$ cat config.mk
export PLATFORM = sky130hd
export DESIGN_NAME = mux_2_rr_stage_flat
export DESIGN_NICKNAME = d
export VERILOG_FILES = /design/src/rtl/mux_2_pkg.sv /design/src/rtl/mux_2_rr_stage_if.sv /design/src/rtl/mux_2_rr_stage_arb_rr2.sv /design/src/rtl/mux_2_rr_stage.sv /design/src/flat_wrapper.sv
export SDC_FILE = /design/constraint.sdc
export NUM_CORES = 1
export LEC_CHECK = 0
export ABC_AREA = 1
export BUFFER_PORTS_ARGS = -buffer_cell sky130_fd_sc_hd__buf_2
export CAP_MARGIN = 25
export CORE_MARGIN = 2
export CORE_UTILIZATION = 35
export CTS_BUF_LIST = sky130_fd_sc_hd__clkbuf_4 sky130_fd_sc_hd__clkbuf_8
export DETAILED_ROUTE_END_ITERATION = 10
export GPL_TIMING_DRIVEN = 0
export PLACE_DENSITY = 0.68
export SYNTH_ARGS = -nofsm -noshare
export SYNTH_HDL_FRONTEND = slang
export SYNTH_SLANG_ARGS = --single-unit
$ cat constraint.sdc
create_clock -name clk -period 1.1 [get_ports clk]
set_input_delay 0.165 -clock clk [delete_from_list [all_inputs] [get_ports clk]]
set_output_delay 0.165 -clock clk [all_outputs]
set_load 0.02 [all_outputs]
$ cat src/rtl/mux_2_pkg.sv
// mux_2_pkg: shared types and defaults for the two-source round-robin mux stage
package mux_2_pkg;
  localparam int WORD_SIZE_DEFAULT = 32;
  typedef enum logic {EMPTY = 1'b0, FULL = 1'b1} state_t;
  typedef logic src_t;
endpackage

$ cat src/rtl/mux_2_rr_stage_if.sv
// mux_2_rr_stage_if: one valid/ready word channel
interface mux_2_rr_stage_if #(parameter int W = mux_2_pkg::WORD_SIZE_DEFAULT);
  logic [W-1:0] data;
  logic         valid;
  logic         ready;
  modport master (output data, valid, input ready);
  modport slave  (input data, valid, output ready);
endinterface

$ cat src/rtl/mux_2_rr_stage_arb_rr2.sv
// arb_rr2: combinational two-way round-robin grant favouring the source not served last
module arb_rr2
  import mux_2_pkg::*;
(
  input  logic valid_0_i,
  input  logic valid_1_i,
  input  src_t last_src_i,
  output src_t grant_o,
  output logic any_grant_o
);
  always_comb begin
    any_grant_o = valid_0_i | valid_1_i;
    grant_o     = (valid_0_i & valid_1_i) ? ~last_src_i : valid_1_i;
  end
endmodule

$ cat src/rtl/mux_2_rr_stage.sv
// mux_2_rr_stage: round-robin selects one of two word sources into a one-entry output register
module mux_2_rr_stage
  import mux_2_pkg::*;
#(
  parameter int WORD_SIZE = WORD_SIZE_DEFAULT
) (
  input  logic                    clk,
  input  logic                    rst_n,
  mux_2_rr_stage_if.slave         src0_i,
  mux_2_rr_stage_if.slave         src1_i,
  mux_2_rr_stage_if.master        out_o,
  output src_t                    out_src_o
);
  state_t                state_q, state_d;
  logic [WORD_SIZE-1:0]  mux_out_q, mux_out_d, sel_word;
  src_t                  out_src_q, out_src_d, last_src_q, last_src_d, grant;
  logic                  any_grant, accept, in_xfer;
  arb_rr2 u_arb (
    .valid_0_i  (src0_i.valid),
    .valid_1_i  (src1_i.valid),
    .last_src_i (last_src_q),
    .grant_o    (grant),
    .any_grant_o(any_grant)
  );
  // rst_n gates accept so no source sees ready while reset is held
  always_comb begin
    accept       = rst_n & ((state_q == EMPTY) | out_o.ready);
    in_xfer      = accept & any_grant;
    sel_word     = grant ? src1_i.data : src0_i.data;
    src0_i.ready = accept & ~grant & src0_i.valid;
    src1_i.ready = accept & grant & src1_i.valid;
    state_d      = in_xfer ? FULL : (out_o.ready ? EMPTY : state_q);
    mux_out_d    = in_xfer ? sel_word : mux_out_q;
    out_src_d    = in_xfer ? grant : out_src_q;
    last_src_d   = in_xfer ? grant : last_src_q;
    out_o.data   = mux_out_q;
    out_o.valid  = state_q == FULL;
    out_src_o    = out_src_q;
  end
  always_ff @(posedge clk or negedge rst_n) begin
    if (!rst_n) begin
      state_q    <= EMPTY;
      mux_out_q  <= '0;
      out_src_q  <= 1'b0;
      last_src_q <= 1'b1;
    end else begin
      state_q    <= state_d;
      mux_out_q  <= mux_out_d;
      out_src_q  <= out_src_d;
      last_src_q <= last_src_d;
    end
  end
endmodule

$ cat src/flat_wrapper.sv
// flat-port wrapper written by rule: the top's interface ports become plain ports
module mux_2_rr_stage_flat import mux_2_pkg::*;
#(
  parameter int WORD_SIZE = WORD_SIZE_DEFAULT
)
  (clk, rst_n, out_src_o, src0_i_data, src0_i_valid, src0_i_ready, src1_i_data, src1_i_valid, src1_i_ready, out_o_data, out_o_valid, out_o_ready);
  mux_2_rr_stage_if src0_i_i ();
  mux_2_rr_stage_if src1_i_i ();
  mux_2_rr_stage_if out_o_i ();
  input  logic clk;
  input  logic rst_n;
  output src_t out_src_o;
  input wire logic [$bits(src0_i_i.data)-1:0] src0_i_data;
  input wire logic [$bits(src0_i_i.valid)-1:0] src0_i_valid;
  output wire logic [$bits(src0_i_i.ready)-1:0] src0_i_ready;
  input wire logic [$bits(src1_i_i.data)-1:0] src1_i_data;
  input wire logic [$bits(src1_i_i.valid)-1:0] src1_i_valid;
  output wire logic [$bits(src1_i_i.ready)-1:0] src1_i_ready;
  output wire logic [$bits(out_o_i.data)-1:0] out_o_data;
  output wire logic [$bits(out_o_i.valid)-1:0] out_o_valid;
  input wire logic [$bits(out_o_i.ready)-1:0] out_o_ready;
  assign src0_i_i.data = src0_i_data;
  assign src0_i_i.valid = src0_i_valid;
  assign src0_i_ready = src0_i_i.ready;
  assign src1_i_i.data = src1_i_data;
  assign src1_i_i.valid = src1_i_valid;
  assign src1_i_ready = src1_i_i.ready;
  assign out_o_data = out_o_i.data;
  assign out_o_valid = out_o_i.valid;
  assign out_o_i.ready = out_o_ready;
  mux_2_rr_stage #(.WORD_SIZE(WORD_SIZE)) u_core (.clk(clk), .rst_n(rst_n), .src0_i(src0_i_i), .src1_i(src1_i_i), .out_o(out_o_i), .out_src_o(out_src_o));
endmodule
# == Word level (Yosys, flattened, before mapping) ==
# Index checks and enable logic that the tools add are counted.
# op_classes
n_reduce_logical,1
bitwise_logic,12
mux,4
# ops
cell,n
two-way mux 32 bit,1
bitwise AND 1 bit,7
two-way mux 1 bit,3
NOT 1 bit,3
OR 1 bit,2
nonzero test 2 bit,1
# word_totals
elab_cells,21
ff_bits,35

# == Logic depth before layout (Yosys ltp) ==
# Gate-level depths: netlist (run 1).
# depth
word_depth,5
mapped_depth,7
ltp_nobuf,6

# == Hierarchy ==
# Synthesis (run 1) repeated with hierarchy kept, for this count alone.
# hier_totals
hier_cells,264
hier_area_um2,1861.8
# modules_own_cells
mod,area_each_um2,seq_area_each_um2,n_inst,cells_each
mux_2_rr_stage,1846.8,877.1,1,261
arb_rr2,15.0,0.0,1,3

# == Worst setup path before layout (run 1) ==
# Ideal clock, no wire load.
# synth_timing
kind,register -> output
start,register u_core.last_src_q
end,output src0_i_ready
stages_incl_launch_ff,6
arrival_time_ns,1.188
setup_slack_ns,-0.253
required_ns,0.935
cell_sequence,dfstp_2 nand2_2 nand2_2 buf_4 nand2_1 nor2_1
# synth_between
elab_chain_len,5
# synth_rtl
item,line,source
start: declaration,mux_2_rr_stage.sv:16,"src_t out_src_q, out_src_d, last_src_q, last_src_d, grant;"
start signal: assignment,mux_2_rr_stage.sv:50,last_src_q <= last_src_d;
NOT 1 bit,mux_2_rr_stage_arb_rr2.sv:13,grant_o = (valid_0_i & valid_1_i) ? ~last_src_i : valid_1_i;
two-way mux 1 bit,mux_2_rr_stage_arb_rr2.sv:13,
NOT 1 bit,mux_2_rr_stage.sv:30,src0_i.ready = accept & ~grant & src0_i.valid;
bitwise AND 1 bit (2 in a row),mux_2_rr_stage.sv:30,
end: declaration,flat_wrapper.sv:15,output wire logic [$bits(src0_i_i.ready)-1:0] src0_i_ready;
# No other way between the ends.

# == Worst setup path in the final report (run 1) ==
# Ends and elaborated chain as after synthesis.

==> out/qor.yml, run 1 <==
grt_pass1_wl_um: 8720
yosys.area_share.adder_pct: 0
powerDensity_nw_per_um2: 1490
path_class: "flip-flop to output pin"
drt_iter0_drc: 66
drt_first_pass_iters: 4
grt.overflow.total: 0
rows: 26
layout_setup_ws_ps: -378
grt_max_degree: 38
final-seq-area_um2: 878
synth_compound_area_share_pct: 0
dieHeight_um: 76.7
fmax_mhz: 677
io_pins: 105
synth_top_area_share_pct: 45.9
cpPeakStageDelay_ps: 550
ys_seq_elements: 35
grt_pass1_vias: 1901
rsz0062_at_grt: "true"
timing.rr.start: "u_core.last_src_q"
cp.required_ps: 940
final-instance-count-excl-fill: 454
syn-instance-count: 261
avgRoutedWirePerCell_um: 11.3
cp-startpoint: "u_core.last_src_q"
pwr-share-clk_pct: 24.6
intPower_w: 0.00276
crit_buf_inv: 2
mostFrequentLayoutCell: "nand2_1"
dp.cells: 434
nFillCells: 527
syn_avg_cell_area_um2: 7.09
multi_input_area_um2: 902
hold_viol: 34
violations: "hold timing, setup timing"
worstSetupEndpointType: "output pin"
setup_viol: 34
final_cell_mix: "163 x nand2_1, 103 x buf_2, 33 x dfrtp_1"
grt_util_all_layers_pct: 18.4
vias: 2022
root_buffer: "clkbuf_8"
cpMaxStageDelayCell: "dfstp_2"
slew-limit-headroom_pct: 67.8
numClockSinks: 35
r2r_cells: 9
hold_ws_ps: -164
fin_nets: 452
initial_core_util_pct: 36.3
crit_family: "flip-flops"
vdd_drop_max_uv: 740
p_comb_share_pct: 36.1
cts_tree: "yes"
pwr-share-seq_pct: 39.3
crit_top_cell: "nand2_4"
synth_area_leaders: "dfrtp_1 46%, nand2_1 34%, nand3_1 8.6%"
clkTransAtPathRegs_ps: 70
drc: 0
crit_arrival_ps: 1310
insertedDiodeCount: 0
synth.largest_area_cell: "dfrtp_1"
area_growth_pct: 52.4
synthesis.nets: 330
slew_viol_final: 0
post-dp-hpwl_um: 3600
cts_buffer_depth: 2
synth_cell_types: 14
power_leakage_nw: 1.72
path_max_fanout: 2
ys_warn_count: 0
status: "finished, violations left"
cts_buffers: 5
min_period_ps: 1480
hold_class: "input port to async pin"
min_period_over_period_pct: 134
synthXorXnorAreaFrac_pct: 0
synthMuxAreaShare_pct: 0
clock_skew_ps: 4.75
cts_max_level: 2
tightest_slew_ps: 483
layout-drive-gt1-share_pct: 40.6
antenna_found_initial: 0
finalSetupTns_ps: -9690
p_switching_w: 0.00145
detail-route-antenna-nets: 0
path_depth: 6
syn-cell-area_um2: 1850
portBuffers: 103
critPathLaunchType: "flip-flop"
ys_seq_area_share_pct: 47.4
power_w: 0.00421
synth_top_family_by_area: "simple AND/OR/NAND/NOR gates"
gp_congestion: 0.756
die_w_um: 76.7
yosys.area_share.simple_pct: 45.8
die_area_um2: 5890
cp_cell_sequence: "nand2_4 > nand2_8 > buf_8 > nand2_4 > nor2_4 > buf_6"
swShare_pct: 34.4
core_region_area_um2: 5110
wirelength_um: 5130
vias_per_cell: 4.45
dpl_worst_slack_ps: -642
maxCapViolCount: 0
clk_latency_ps: 280
[through the flow]
stage          utilization [%]  area, um^2
3_5_place_dp              48.8        2490
5_1_grt                   55.3        2820
6_report                  55.3        2820
4_1_cts                   54.0        2760
2_1_floorplan                -        1890
3_3_place_gp              48.8        2490
[power by group through the flow]
stage          registers (W)  clock network (W)  logic, W
2_1_floorplan        0.00197                  0  0.000540
3_3_place_gp         0.00168                  0   0.00134
3_5_place_dp         0.00167                  0   0.00136
4_1_cts              0.00166            0.00106   0.00149
5_1_grt              0.00169            0.00113   0.00168
6_report             0.00166            0.00104   0.00152
[cell usage after synthesis]
library cell and instances:
nor2_1 2, buf_6 4, dfstp_2 1, dfrtp_1 34
nand3_4 1, nor2_2 1, nand2_1 167, inv_1 2
inv_2 1, nor2_4 1, nand2_2 3, buf_4 4
nand3_1 32, buf_2 8
[layer usage]
metal / GRT usage [%] / up-vias / wire, um
met5: 0 / - / 0
met1: 24.3 / 903 / 2320
met2: 30.6 / 66 / 2420
met3: 4.82 / 5 / 357
met4: 3.82 / 0 / 42
li1: - / 1048 / -
[sequential cells by signal (all words and copies together), names as in the netlist]
name and cells:
u_core.last_src_q 1, u_core.out_o.valid 1, u_core.out_src_o 1, u_core.out_o.data 32
[logic make-up after synthesis]
group,count (synthesis)
buf+inv,19
simple gates,207
flops,35
[layout make-up]
class,instances,area share (%)
plain buffers,16,5.59
well taps,70,3.10
repair buffers,115,24.2
flip-flops and latches,35,31.1
inverters,3,0.399
multi-input cells,207,32.0
clock buffers,8,3.68
[worst paths after layout]
path,to,slack (ps)
max,src0_i_ready,-380
min in group clk,u_core.out_o.data[13],160
min,u_core.out_o.data[16],-160
max reg2reg,u_core.out_o.data[25],-320
min reg2reg,u_core.out_src_o,470
max in group asynchronous,u_core.out_o.valid,910
[repair_timing]
action	4_1_cts	5_1_grt
pin swaps	2	1
gates cloned	2	1
buffers inserted	7	2
setup endpoints to repair	37	36
gates resized for setup	19	7
hold endpoints to repair	34	34
Power figures use the tool's default switching activity.
==> run 2: changes to the inputs <==
Settings changed: BUFFER_PORTS_ARGS -buffer_cell sky130_fd_sc_hd__buf_2 to not set, DONT_BUFFER_PORTS set to 1, PLACE_DENSITY 0.68 to not set.
==> out/qor.yml, run 2 (synthesis results as in run 1) <==
critPathLaunchType: "flip-flop"  # unchanged
grt.overflow.total: 0  # unchanged
cts_buffer_depth: 2  # unchanged
power_leakage_nw: 1.23  # was 1.72 nW
final_cell_mix: "165 x nand2_1, 33 x dfrtp_1, 32 x nand3_1"  # was 163 x nand2_1, 103 x buf_2, 33 x dfrtp_1
fin_nets: 343  # was 452
core_region_area_um2: 5110  # unchanged
layout-drive-gt1-share_pct: 15.3  # was 40.6%
grt_util_all_layers_pct: 16.9  # was 18.4%
maxCapViolCount: 0  # unchanged
rows: 26  # unchanged
rsz0062_at_grt: "true"  # unchanged
dieHeight_um: 76.7  # unchanged
worstSetupEndpointType: "output pin"  # unchanged
hold_viol: 0  # was 34
path_max_fanout: 2  # unchanged
powerDensity_nw_per_um2: 1690  # was 1490 nW/um^2
clock_skew_ps: 4.32  # was 4.75 ps
crit_arrival_ps: 1250  # was 1310 ps
power_w: 0.00371  # was 0.00421 W
gp_congestion: 0.670  # was 0.756
insertedDiodeCount: 0  # unchanged
numClockSinks: 35  # unchanged
detail-route-antenna-nets: 0  # unchanged
grt_pass1_wl_um: 7890  # was 8720 um
die_area_um2: 5890  # unchanged
min_period_ps: 1420  # was 1480 ps
fmax_mhz: 706  # was 677 MHz
slew-limit-headroom_pct: 83.2  # was 67.8%
clk_latency_ps: 280  # about the same
drc: 0  # unchanged
vias_per_cell: 4.70  # was 4.45
dpl_worst_slack_ps: -206  # was -642 ps
io_pins: 105  # unchanged
min_period_over_period_pct: 129  # was 134%
grt_pass1_vias: 1618  # was 1901
initial_core_util_pct: 36.3  # unchanged
die_w_um: 76.7  # unchanged
post-dp-hpwl_um: 3320  # was 3600 um
cts_max_level: 2  # unchanged
drt_iter0_drc: 52  # was 66
cts_tree: "yes"  # unchanged
avgRoutedWirePerCell_um: 13.3  # was 11.3 um
setup_viol: 36  # was 34
drt_first_pass_iters: 4  # unchanged
wirelength_um: 4590  # was 5130 um
portBuffers: 0  # was 103
slew_viol_final: 0  # unchanged
path_class: "flip-flop to output pin"  # unchanged
vdd_drop_max_uv: 586  # was 740 uV
mostFrequentLayoutCell: "nand2_1"  # unchanged
area_growth_pct: 18.4  # was 52.4%
clkTransAtPathRegs_ps: 70  # about the same
violations: "setup timing"  # was hold timing, setup timing
status: "finished, violations left"  # unchanged
layout_setup_ws_ps: -315  # was -378 ps
cts_buffers: 5  # unchanged
tightest_slew_ps: 253  # was 483 ps
antenna_found_initial: 0  # unchanged
cp.required_ps: 940  # about the same
hold_class: "input port to flip-flop"  # was input port to async pin
vias: 1622  # was 2022
largest_reg_flops: 32  # unchanged
root_buffer: "clkbuf_8"  # unchanged
grt_max_degree: 36  # was 38
-- run 2: routing by layer --
| metal | part of all wire [%] | up-vias | track usage (%) |
|---|---|---|---|
| li1 | - | 830 | - |
| met1 | 44 | 716 | 21.3 |
| met2 | 46 | 72 | 26.7 |
| met3 | 8.8 | 4 | 6.35 |
| met4 | 1.1 | 0 | 5.64 |
| met5 | 0 | - | 0 |
-- run 2: worst paths after layout --
kind | start | endpoint | slack, ps | depth (start not counted)
max | u_core.last_src_q | src0_i_ready | -320 | 5
min | src0_i_data[22] | u_core.out_o.data[22] | 80 | 4
max reg2reg | u_core.last_src_q | u_core.out_o.data[28] | -200 | 8
min reg2reg | u_core.last_src_q | u_core.last_src_q | 490 | 2
max in group asynchronous | rst_n | u_core.last_src_q | 530 | 2
min in group asynchronous | rst_n | u_core.out_o.data[16] | 330 | 2
-- run 2: worst max-delay path, stage by stage (launching register included) --
cell     delay, ps
dfstp_2        560
nand2_4         70
nand2_8         60
buf_8           90
nand2_4         40
nor2_4         150
-- run 2: area by class of cell --
class,instances,area [um^2]
fill,555,2920
multi-input combinational,207,902
sequential,35,878
buffer,16,161
clock buffer,8,91.3
tap,70,87.6
timing repair buffer,6,60.1
inverter,3,11.3
-- run 2: stage by stage --
stage,setup TNS [ps],std cells,cell area [um^2],utilization [%],hold slack (ps)
after floorplan,-87.7,261,1890,-,-131
after global placement,-4520,331,1980,38.8,-129
after detailed placement,-4600,331,1980,38.8,-130
after CTS,-5910,345,2190,42.9,67.5
after global routing,-8130,345,2190,42.9,96.1
final,-5520,345,2190,42.9,75.1
-- run 2: report_power, final --
part	internal (W)	switching [W]
combinational	0.000315	0.000436
sequential	0.00153	0.000475
clock	0.000524	0.000427
-- run 2: what timing repair did --
| item | 4_1_cts | 5_1_grt |
|---|---|---|
| gates cloned | 0 | 0 |
| endpoints found under the setup margin | 34 | 36 |
| setup buffers | 4 | 0 |
| hold buffers | 2 | 0 |
| gates resized for setup | 15 | 0 |
| pin swaps | 3 | 0 |
| endpoints found under the hold margin | 35 | 0 |
